[config.mk]
export PLATFORM = sky130hd
export DESIGN_NAME = riscv_bru
export DESIGN_NICKNAME = d
export VERILOG_FILES = /design/src/rtl/riscv_bru.sv
export SDC_FILE = /design/constraint.sdc
export NUM_CORES = 1
export LEC_CHECK = 0
export ABC_AREA = 1
export CORE_MARGIN = 2
export CORE_UTILIZATION = 35
export CTS_BUF_LIST = sky130_fd_sc_hd__clkbuf_8
export CTS_CLUSTER_SIZE = 30
export DETAILED_ROUTE_END_ITERATION = 8
export GPL_ROUTABILITY_DRIVEN = 0
export PLACE_DENSITY = 0.61
export SLEW_MARGIN = 20
export SYNTH_ARGS = -nofsm -noshare
export SYNTH_HDL_FRONTEND = slang
export SYNTH_SLANG_ARGS = --single-unit
[constraint.sdc]
create_clock -name clk_i -period 10.5 [get_ports clk_i]
set_input_delay 3.15 -clock clk_i [delete_from_list [all_inputs] [get_ports clk_i]]
set_output_delay 3.15 -clock clk_i [all_outputs]
set_load 0.01 [all_outputs]
[src/rtl/riscv_bru.sv]
// riscv_bru: EX-stage branch-resolution unit.
//   Resolves conditional branches, JAL, JALR and FENCE.I and checks them
//   against the fetch predictor. It also keeps a circular return-stack buffer
//   to verify JALR returns, a global branch-history register, and a FENCE.I
//   handshake that holds EX until the cache subsystem acknowledges.
// Ports:
//   clk_i, rst_ni            clock, asynchronous active-low reset
//   id_*                     instruction presented by ID (op, pc, imm, rvc, rd, rs1)
//   opA_i, opB_i             operands (compare inputs, JALR base + offset)
//   id_bp_predict_i          predictor state, bit 1 = predicted taken
//   ex_stall_i, st_flush_i   EX hold and pipeline flush
//   cm_ack_i                 cache maintenance complete pulse
//   bu_*                     registered resolution results toward IF/BP
//   cm_ic_invalidate_o,
//   cm_dc_clean_o            single-cycle cache maintenance commands
module riscv_bru #(
   parameter int              XLEN           = 32,
   parameter logic [XLEN-1:0] PC_INIT        = 'h200,
   parameter int              BP_GLOBAL_BITS = 2,
   parameter int              RSB_DEPTH      = 4,
   parameter int              HAS_RVC        = 0
) (
   input  logic                      clk_i,
   input  logic                      rst_ni,
   input  logic                      id_valid_i,
   input  logic [3:0]                id_op_i,
   input  logic [XLEN-1:0]           id_pc_i,
   input  logic [XLEN-1:0]           id_imm_i,
   input  logic                      id_rvc_i,
   input  logic [4:0]                id_rd_i,
   input  logic [4:0]                id_rs1_i,
   input  logic [XLEN-1:0]           opA_i,
   input  logic [XLEN-1:0]           opB_i,
   input  logic [1:0]                id_bp_predict_i,
   input  logic                      ex_stall_i,
   input  logic                      st_flush_i,
   input  logic                      cm_ack_i,
   output logic                      bu_valid_o,
   output logic                      bu_flush_o,
   output logic [XLEN-1:0]           bu_nxt_pc_o,
   output logic                      bu_btaken_o,
   output logic                      bu_bp_update_o,
   output logic [BP_GLOBAL_BITS-1:0] bu_bp_history_o,
   output logic                      bu_misaligned_o,
   output logic                      bu_stall_o,
   output logic                      cm_ic_invalidate_o,
   output logic                      cm_dc_clean_o
);

   localparam logic [3:0] OP_JAL   = 4'd1, OP_JALR = 4'd2, OP_BEQ  = 4'd3,
                          OP_BNE   = 4'd4, OP_BLT  = 4'd5, OP_BGE  = 4'd6,
                          OP_BLTU  = 4'd7, OP_BGEU = 4'd8, OP_FENCEI = 4'd9;

   // Depth 0 keeps a two-entry dummy array so all widths stay legal; it is
   // never written because every RSB action is gated by HAS_RSB.
   localparam bit HAS_RSB = (RSB_DEPTH != 0);
   localparam int RSB_ENT = (RSB_DEPTH < 2) ? 2 : RSB_DEPTH;
   localparam int PTR_W   = $clog2(RSB_ENT);
   localparam int CNT_W   = PTR_W + 1;

   typedef enum logic [1:0] {S_IDLE, S_WAIT, S_DONE} state_e;

   state_e                  state_q;
   logic [BP_GLOBAL_BITS:0] hist_q;
   logic [XLEN-1:0]         fence_pc_q;
   logic [XLEN-1:0]         rsb_mem [RSB_ENT];
   logic [PTR_W-1:0]        rsb_ptr_q;
   logic [CNT_W-1:0]        rsb_cnt_q;

   logic is_br, is_jal, is_jalr, is_fencei, taken;
   logic [XLEN-1:0] pc_len, pc_imm, jalr_tgt, target, pop_val;
   logic redirect, misal, rd_link, rs1_link;
   logic rsb_push, pop_req, pop_ok, pop_do, jalr_hit, flush_nxt, accept;
   logic [PTR_W-1:0] ptr_dec, ptr_pop;
   logic [CNT_W-1:0] cnt_pop;
   logic unused_bits;

   // NOTE: every always_comb output gets a default first so no path leaves it
   // unassigned, which would otherwise infer a latch.
   always_comb begin
      is_br     = 1'b0;
      is_jal    = 1'b0;
      is_jalr   = 1'b0;
      is_fencei = 1'b0;
      taken     = 1'b0;
      case (id_op_i)
         OP_JAL:    is_jal    = 1'b1;
         OP_JALR:   is_jalr   = 1'b1;
         OP_BEQ:    begin is_br = 1'b1; taken = (opA_i == opB_i); end
         OP_BNE:    begin is_br = 1'b1; taken = (opA_i != opB_i); end
         OP_BLT:    begin is_br = 1'b1; taken = ($signed(opA_i) <  $signed(opB_i)); end
         OP_BGE:    begin is_br = 1'b1; taken = ($signed(opA_i) >= $signed(opB_i)); end
         OP_BLTU:   begin is_br = 1'b1; taken = (opA_i <  opB_i); end
         OP_BGEU:   begin is_br = 1'b1; taken = (opA_i >= opB_i); end
         OP_FENCEI: is_fencei = 1'b1;
         default:   ;
      endcase
   end

   assign pc_len   = id_pc_i + (id_rvc_i ? XLEN'(2) : XLEN'(4));
   assign pc_imm   = id_pc_i + id_imm_i;
   assign jalr_tgt = (opA_i + opB_i) & ~XLEN'(1);

   always_comb begin
      target = pc_len;
      if (is_jalr)                     target = jalr_tgt;
      else if (is_jal || (is_br && taken)) target = pc_imm;
   end

   // Only redirecting targets can fault; the fall-through PC is always aligned.
   assign redirect = is_jal | is_jalr | (is_br & taken);
   assign misal    = redirect & ((HAS_RVC != 0) ? target[0] : (target[1:0] != 2'b00));

   assign rd_link  = (id_rd_i  == 5'd1) || (id_rd_i  == 5'd5);
   assign rs1_link = (id_rs1_i == 5'd1) || (id_rs1_i == 5'd5);

   // rd==rs1 with both link registers is a coroutine-style push, not a return.
   assign rsb_push = HAS_RSB & ~misal & (is_jal | is_jalr) & rd_link;
   assign pop_req  = HAS_RSB & is_jalr & rs1_link & ~(rd_link & (id_rs1_i == id_rd_i));
   assign pop_ok   = pop_req & (rsb_cnt_q != '0);
   assign pop_do   = pop_ok & ~misal;
   assign ptr_dec  = rsb_ptr_q - PTR_W'(1);
   assign pop_val  = rsb_mem[ptr_dec];
   assign jalr_hit = pop_ok & (pop_val[XLEN-1:1] == jalr_tgt[XLEN-1:1]);

   // Pop happens before push, so a pop+push rewrites the slot just vacated.
   assign ptr_pop = pop_do ? ptr_dec : rsb_ptr_q;
   assign cnt_pop = pop_do ? rsb_cnt_q - CNT_W'(1) : rsb_cnt_q;

   always_comb begin
      flush_nxt = 1'b0;
      if (misal)        flush_nxt = 1'b0;
      else if (is_br)   flush_nxt = taken ^ id_bp_predict_i[1];
      else if (is_jal)  flush_nxt = ~id_bp_predict_i[1];
      else if (is_jalr) flush_nxt = ~jalr_hit;
   end

   assign accept = id_valid_i & ~ex_stall_i & ~st_flush_i & ~bu_flush_o & (state_q == S_IDLE);

   assign bu_bp_history_o = hist_q[BP_GLOBAL_BITS:1];
   assign unused_bits     = ^{id_bp_predict_i[0], pop_val[0]};

   // NOTE: the RSB storage has no reset; the count gates every read, so stale
   // contents are never observed and the array can map onto plain registers/RAM.
   always_ff @(posedge clk_i) begin
      if (accept && rsb_push) rsb_mem[ptr_pop] <= pc_len;
   end

   // NOTE: all sequential state uses non-blocking assignments so every register
   // samples the pre-edge values regardless of statement order.
   always_ff @(posedge clk_i or negedge rst_ni) begin
      if (!rst_ni) begin
         state_q            <= S_IDLE;
         hist_q             <= '0;
         fence_pc_q         <= '0;
         rsb_ptr_q          <= '0;
         rsb_cnt_q          <= '0;
         bu_valid_o         <= 1'b0;
         bu_flush_o         <= 1'b1;
         bu_nxt_pc_o        <= PC_INIT;
         bu_btaken_o        <= 1'b0;
         bu_bp_update_o     <= 1'b0;
         bu_misaligned_o    <= 1'b0;
         bu_stall_o         <= 1'b0;
         cm_ic_invalidate_o <= 1'b0;
         cm_dc_clean_o      <= 1'b0;
      end else begin
         // Cache commands are strictly one-cycle pulses, even under a stall.
         cm_ic_invalidate_o <= 1'b0;
         cm_dc_clean_o      <= 1'b0;
         if (!ex_stall_i) begin
            bu_valid_o     <= 1'b0;
            bu_flush_o     <= 1'b0;
            bu_bp_update_o <= 1'b0;
            case (state_q)
               S_IDLE: begin
                  if (accept) begin
                     bu_valid_o      <= is_br | is_jal | is_jalr;
                     bu_flush_o      <= flush_nxt;
                     bu_btaken_o     <= redirect;
                     bu_bp_update_o  <= is_br & ~misal;
                     bu_misaligned_o <= misal;
                     if (is_br || is_jal || is_jalr) bu_nxt_pc_o <= target;
                     if (is_br && !misal) hist_q <= {hist_q[BP_GLOBAL_BITS-1:0], taken};
                     if (rsb_push) begin
                        rsb_ptr_q <= ptr_pop + PTR_W'(1);
                        rsb_cnt_q <= (cnt_pop == CNT_W'(RSB_DEPTH)) ? cnt_pop : cnt_pop + CNT_W'(1);
                     end else begin
                        rsb_ptr_q <= ptr_pop;
                        rsb_cnt_q <= cnt_pop;
                     end
                     if (is_fencei) begin
                        cm_ic_invalidate_o <= 1'b1;
                        cm_dc_clean_o      <= 1'b1;
                        fence_pc_q         <= pc_len;
                        bu_stall_o         <= 1'b1;
                        state_q            <= S_WAIT;
                     end
                  end
               end
               // st_flush_i deliberately has no effect here: the cache
               // operation is already under way and must be seen through.
               S_WAIT: begin
                  if (cm_ack_i) begin
                     bu_valid_o      <= 1'b1;
                     bu_flush_o      <= 1'b1;
                     bu_nxt_pc_o     <= fence_pc_q;
                     bu_btaken_o     <= 1'b0;
                     bu_misaligned_o <= 1'b0;
                     state_q         <= S_DONE;
                  end
               end
               S_DONE: begin
                  bu_stall_o <= 1'b0;
                  state_q    <= S_IDLE;
               end
               default: state_q <= S_IDLE;
            endcase
         end
      end
   end

endmodule

# Word-level counts from Yosys, hierarchy flattened
# Memory sizes are Yosys's and may differ from the RTL's.
# Cells that the tools add are included.
# word_totals
regBits,81
mem_bits_rw,128
in_bits,151
output_inout_bits,42
wordCells,144
n_memories,1
# classes
addsub,7
n_lt_le_gt_ge,4
n_eq_ne,24
n_mux,46
n_bitwise,27
reduce_logical,22
# memory_table
memory,depth,word_bits,rd,rd_clocked_by_memory_dff,wr,line_no,source
rsb_mem,4,32,1,0,1,66,logic [XLEN-1:0] rsb_mem [RSB_ENT];
# ops
op,count
2-to-1 mux 32 bit,5
adder 32 bit,2
greater-or-equal comparator 32 bit,2
less-than comparator 32 bit,2
one-hot mux 32 bit (2 select lines),1
adder 32 x 3 -> 32 bit,1
equality test 32 bit,1
!= test 32 bit,1
equality test 31 bit,1
2-to-1 mux 1 bit,24
AND reduction 4 bit,5
"equality test 4 x 3 -> 1 bit, second input constant",4
bitwise AND 1 bit,15
2-to-1 mux 3 bit,4
"equality test 5 x 1 -> 1 bit, second input constant",2
"equality test 5 x 3 -> 1 bit, second input constant",2
2-to-1 mux 2 bit,5
one-hot mux 1 bit (2 select lines),5
"equality test 4 x 2 -> 1 bit, second input constant",2
"equality test 4 bit, second input constant",2
NOT 1 bit,7
"!= test 2 bit, second input constant",3
one-hot mux 1 bit (6 select lines),1
nonzero test 2 bit,3
other kinds (21),30

# Logic depth before layout (Yosys ltp)
# depth
depth_word,15
depth_mapped,30
mapped_depth_nobuf,30

# Least setup slack after synthesis
# Ideal clock, no wire load.
# synth_timing
kind,input-to-reg
startpoint,input opB_i[19]
endpoint,memory rsb_mem[1][10] (enable)
setup_ns,0.458
arrival_time_ns,7.403
t_required_ns,10.042
path_slack_ns,2.639
path_stages,24
n_path_buf,1
path_cell_list,inv_1 ha_1 clkbuf_2 nand2_1 inv_1 nand2_1 nand2_1 nand2_1 nand3_1 a21oi_1 nand2_1 nand2_1 nand3b_4 nor2_4 nand3_2 nand2_1 nand3_1 nand3_2 nand2_4 nand2_2 inv_1 nand2_1 nand2_1 nor3_1
# synth_between
elab_chain_cells,14
elab_cells_between_ends,23
classes_between,order compare: 4; eq/ne: 2; mux: 6; bitwise: 7; reduce/logical: 4
# synth_lines
item,line_no,source
start: declaration,33,"input logic [XLEN-1:0] opB_i,"
greater-or-equal comparator 32 bit (tied with other cells),94,OP_BGEU: begin is_br = 1'b1; taken = (opA_i >= opB_i); end
one-hot mux 1 bit (6 select lines) *,86,case (id_op_i)
logical AND 1 bit,107,else if (is_jal || (is_br && taken)) target = pc_imm;
logical OR 1 bit,107,
2-to-1 mux 32 bit,107,
2-to-1 mux 32 bit,106,if (is_jalr) target = jalr_tgt;
nonzero test 2 bit,112,assign misal = redirect & ((HAS_RVC != 0) ? target[0] : (target[1:0] != 2'b00));
bitwise AND 1 bit *,112,
NOT 1 bit *,"118, 121",
bitwise AND 1 bit (2 in series),118,assign rsb_push = HAS_RSB & ~misal & (is_jal | is_jalr) & rd_link;
logical AND 1 bit,146,if (accept && rsb_push) rsb_mem[ptr_pop] <= pc_len;
2-to-1 mux 1 bit,146,
2-to-1 mux 1 bit (implied by the code),146,
end: declaration,66,
# Every way passes the cells marked *; elsewhere a longest branch is shown, timed or not.

# Final worst setup path
# layout_timing
startpoint,input opB_i[25]
endpoint,memory rsb_mem[0][3] (enable)
# The elaborated chain is that of the path after synthesis.

==> results.toml <==
[status]
outcome = "finished, final reports clean"

[logic_synthesis]
synthesized_area_um2 = 14800
post-synth-top-count-cell = "sky130_fd_sc_hd__nand2_1"
post_synth_most_frequent_cells = "sky130_fd_sc_hd__nand2_1, sky130_fd_sc_hd__inv_1, sky130_fd_sc_hd__nor2_1, sky130_fd_sc_hd__o21ai_0, sky130_fd_sc_hd__a21oi_1"
main_area_contributors_after_synthesis = "sky130_fd_sc_hd__edfxtp_1, sky130_fd_sc_hd__dfrtp_1, sky130_fd_sc_hd__nand2_1, sky130_fd_sc_hd__ha_1, sky130_fd_sc_hd__inv_1"
yosys_register_bits = 205
synthDistinctLibCells = 52
synthFlopType = "sky130_fd_sc_hd__edfxtp_1"
synth_area_per_cell_um2 = 7.67
post-synth-top-area-fraction = 0.251
post_synth_top_area_cell = "sky130_fd_sc_hd__edfxtp_1"
post_synth_inst_count = 1932
synthesis_warning_total = 0
synth_enable_flop_cells = 124
synth_nets = 2184
yosysSeqAreaShare = 0.388
synth-async-reset-ratio = 0.395

[clock_network]
tritoncts_clock_tree = "built"
clock_tree.buffer_depth = 3
cts_sinks = 205
path_clk_slew_ns = 0.05
cts-root-buf = "sky130_fd_sc_hd__clkbuf_8"
tritoncts.num_buffers = 34
postCtsHoldBufs = 0
cts_resized = 0
cts_htree_levels = 2
postCtsSetupBuffers = 0
worstSkewPairLatency_ns = 0.54

[finish]
drive_above_1_share = 0.0472
antenna_fix_cells = 0
finish.instance_area_um2 = 17900
nets = 2367
area_growth_syn_to_layout_pct = 21.1
post-route-util = 0.429

[global_routing]
grt_first_pass_wirelength_um = 72800
global_route_overflow = 0
first_global_vias = 13500
pin_count_of_the_biggest_net_entering_global_routing = 82
grt_util_all_layers = 0.212
antenna_found_initial = 0

[sta]
setup_violations = 0
max_freq_ghz = 0.133
timing.final.ws_setup_ns = 2.96
final_hold_viol_count = 0
slew_worst_pin_ns = 1.05
post-route-min-period_ns = 7.54
timing.slew.headroom = 0.296
timing.final.crit_share = 0.718
rsz0062_at_grt = "no"
final_max_slew_viol_count = 0
fin_setup_tns_ns = 0
clock_skew_ns = 0.0204

[flow_run]
cap_viol_max_count = 0

[die]
num_rows = 75
core_box_area_um2 = 41900
floorplan.initialDensity = 0.354
y_dimension_of_the_die_um = 210
floorplan.io_pins = 193
dieWidth_um = 210
die-area_um2 = 44000

[placed_design]
detailed_place.area_um2 = 17300
dpl.hpwl_um = 36200
buffer_ports.inserted = 191
place_ws_ns = 2.43

[power_and_ir_drop]
irDropWorstVdd_v = 0.000114
power.internal_w = 0.00181
share_clk_of_total_power = 0.238
switching_share = 0.382
power_leakage_nw = 8.13
report.power.total_w = 0.00293
comb_power_share = 0.408
net-switching-power_w = 0.00112
seq_pwr_share = 0.354
p_per_area_nw_per_um2 = 163

[drt]
finalWirelength_um = 47400
via_per_inst = 5.17
dr_wl_met3_um = 3280
detail_route.wl_per_cell_um = 17.7
route.vias.total = 13800
met2_wirelength_um = 21200
drtIter0Drc = 1013
drc_errors = 0
drt_pre_antenna_iters = 6
postRouteAntennaNets = 0
top_layer_used = "met4"
wl_met1_um = 20900

[worst_hold_path]
min-delay-path-class = "reg2reg"

[critical_path]
timing.critical_path.required_ns = 10.64
critical_path_cell_list = "clkdlybuf4s50_1, inv_1, ha_1, inv_2, nor3_2, nand2_1, nor3_2, nand2_1, nand2_1, nand2_1, nand3_1, nand2_2, nand3_2, buf_4, nand2_1, nand3_1, nand3_2, nor3_2, nand2_1, a21oi_2, inv_2, nor2_4"
criticalPathCategory = "in2reg"
worst-path-max-fanout = 44
critical_path.most_common_cell = "sky130_fd_sc_hd__nand2_1"
capturing_element_type_of_the_critical_path = "flop"
critPathMaxStageDelay_ns = 0.80
cp-start-kind = "input port"
crit_arrival_ns = 7.68
timing.critical_path.slowest_stage_cell = "sky130_fd_sc_hd__nor2_4"
==> kinds of logic (layout without fill, tap and decap cells) <==
family                     Yosys count  after routing  synth area share
DFF                                205            205             0.388
buffers and inverters              325            531            0.0838
xor gates and xnor gates            99             99            0.0641
AOI/OAI and AO/OA                  392            392             0.145
adders and majority gates          101            101            0.0868
and+or+nand+nor                    807            807             0.230
muxes                                3              3           0.00228
==> routing by layer <==
metal  GRT usage  vias up
li1            -     6764
met1       0.283     6452
met2       0.339      516
met3      0.0338       97
met4      0.0932        0
met5           0        -
==> final timing paths <==
path / from / end / slack (ns) / depth (start not counted)
setup / recovery: opB_i[25] / rsb_mem[0][3] / 2.96 / 22
max in group asynchronous: rst_ni / rsb_ptr_q[0] / 7.29 / 1
hold / removal: fence_pc_q[2] / fence_pc_q[2] / 0.48 / 2
hold reg to reg: fence_pc_q[2] / fence_pc_q[2] / 0.48 / 2
setup reg to reg: rsb_ptr_q[1] / bu_flush_o / 6.70 / 15
min in group asynchronous: rst_ni / bu_nxt_pc_o[31] / 2.68 / 1
==> cell type report <==
type / instances / area, um2
Fill cell: 4224 / 23900
Clock buffer: 36 / 495
Timing Repair Buffer: 202 / 2000
Multi-Input combinational cell: 1402 / 7860
Clock inverter: 23 / 155
Inverter: 270 / 1010
Tap cell: 539 / 674
Sequential cell: 205 / 5750
==> metrics by stage <==
stage	hold slack (ns)	std cells
4_1_cts	0.474	2677
6_report	0.476	2677
3_3_place_gp	0.457	2618
5_1_grt	0.495	2677
2_1_floorplan	0.443	1932
3_5_place_dp	0.461	2618
==> cells in the final DEF, fill, tap and decap left out, types with 4 or more instances in the layout <==
cell type | Yosys | layout
sky130_fd_sc_hd__nand2_1 | 449 | 449
sky130_fd_sc_hd__inv_1 | 262 | 274
sky130_fd_sc_hd__clkdlybuf4s50_1 | 0 | 190
sky130_fd_sc_hd__nor2_1 | 175 | 171
sky130_fd_sc_hd__o21ai_0 | 165 | 165
sky130_fd_sc_hd__a21oi_1 | 149 | 149
sky130_fd_sc_hd__edfxtp_1 | 124 | 124
sky130_fd_sc_hd__ha_1 | 98 | 98
sky130_fd_sc_hd__nand3_1 | 92 | 92
sky130_fd_sc_hd__dfrtp_1 | 79 | 79
sky130_fd_sc_hd__xor2_1 | 63 | 63
sky130_fd_sc_hd__clkbuf_8 | 0 | 36
sky130_fd_sc_hd__xnor2_1 | 30 | 30
sky130_fd_sc_hd__nor3_1 | 30 | 29
sky130_fd_sc_hd__nand4_1 | 19 | 19
sky130_fd_sc_hd__o221ai_1 | 13 | 13
sky130_fd_sc_hd__o211ai_1 | 12 | 12
sky130_fd_sc_hd__buf_4 | 3 | 11
sky130_fd_sc_hd__a31oi_1 | 10 | 10
sky130_fd_sc_hd__o21ai_1 | 9 | 9
sky130_fd_sc_hd__nor4_1 | 8 | 8
sky130_fd_sc_hd__nor3_2 | 7 | 8
sky130_fd_sc_hd__a21o_1 | 8 | 8
sky130_fd_sc_hd__inv_2 | 6 | 7
sky130_fd_sc_hd__or2_2 | 6 | 6
sky130_fd_sc_hd__xnor3_1 | 6 | 6
sky130_fd_sc_hd__nor2_2 | 4 | 5
sky130_fd_sc_hd__o21a_1 | 5 | 5
sky130_fd_sc_hd__clkinv_1 | 2 | 5
sky130_fd_sc_hd__nand3b_1 | 5 | 5
sky130_fd_sc_hd__nor2_4 | 1 | 4
==> critical path: cells and delay by family <==
kind	cells	cell delay (ns)
AND/OR/NAND/NOR	15	2.73
AO/OA/AOI/OAI	1	0.22
buffers and inverters	5	1.11
adder cells (fa/ha/maj)	1	0.43
==> power by group through the flow <==
stage	combinational, W	clock, W	sequential (W)
6_report	0.00119	0.000697	0.00104
4_1_cts	0.00119	0.000713	0.00104
3_3_place_gp	0.00117	0	0.00105
3_5_place_dp	0.00118	0	0.00105
5_1_grt	0.00132	0.000745	0.00105
2_1_floorplan	0.000702	0	0.00106
==> state kept, by name (all words and copies together) (netlist names) <==
name             flops
bu_misaligned_o      1
state_q              2
bu_stall_o           1
cm_dc_clean_o        1
hist_q               3
bu_bp_update_o       1
bu_flush_o           1
rsb_ptr_q            2
bu_nxt_pc_o         32
rsb_mem            124
rsb_cnt_q            3
bu_valid_o           1
fence_pc_q          32
bu_btaken_o          1
Power figures use the tool's default switching activity.
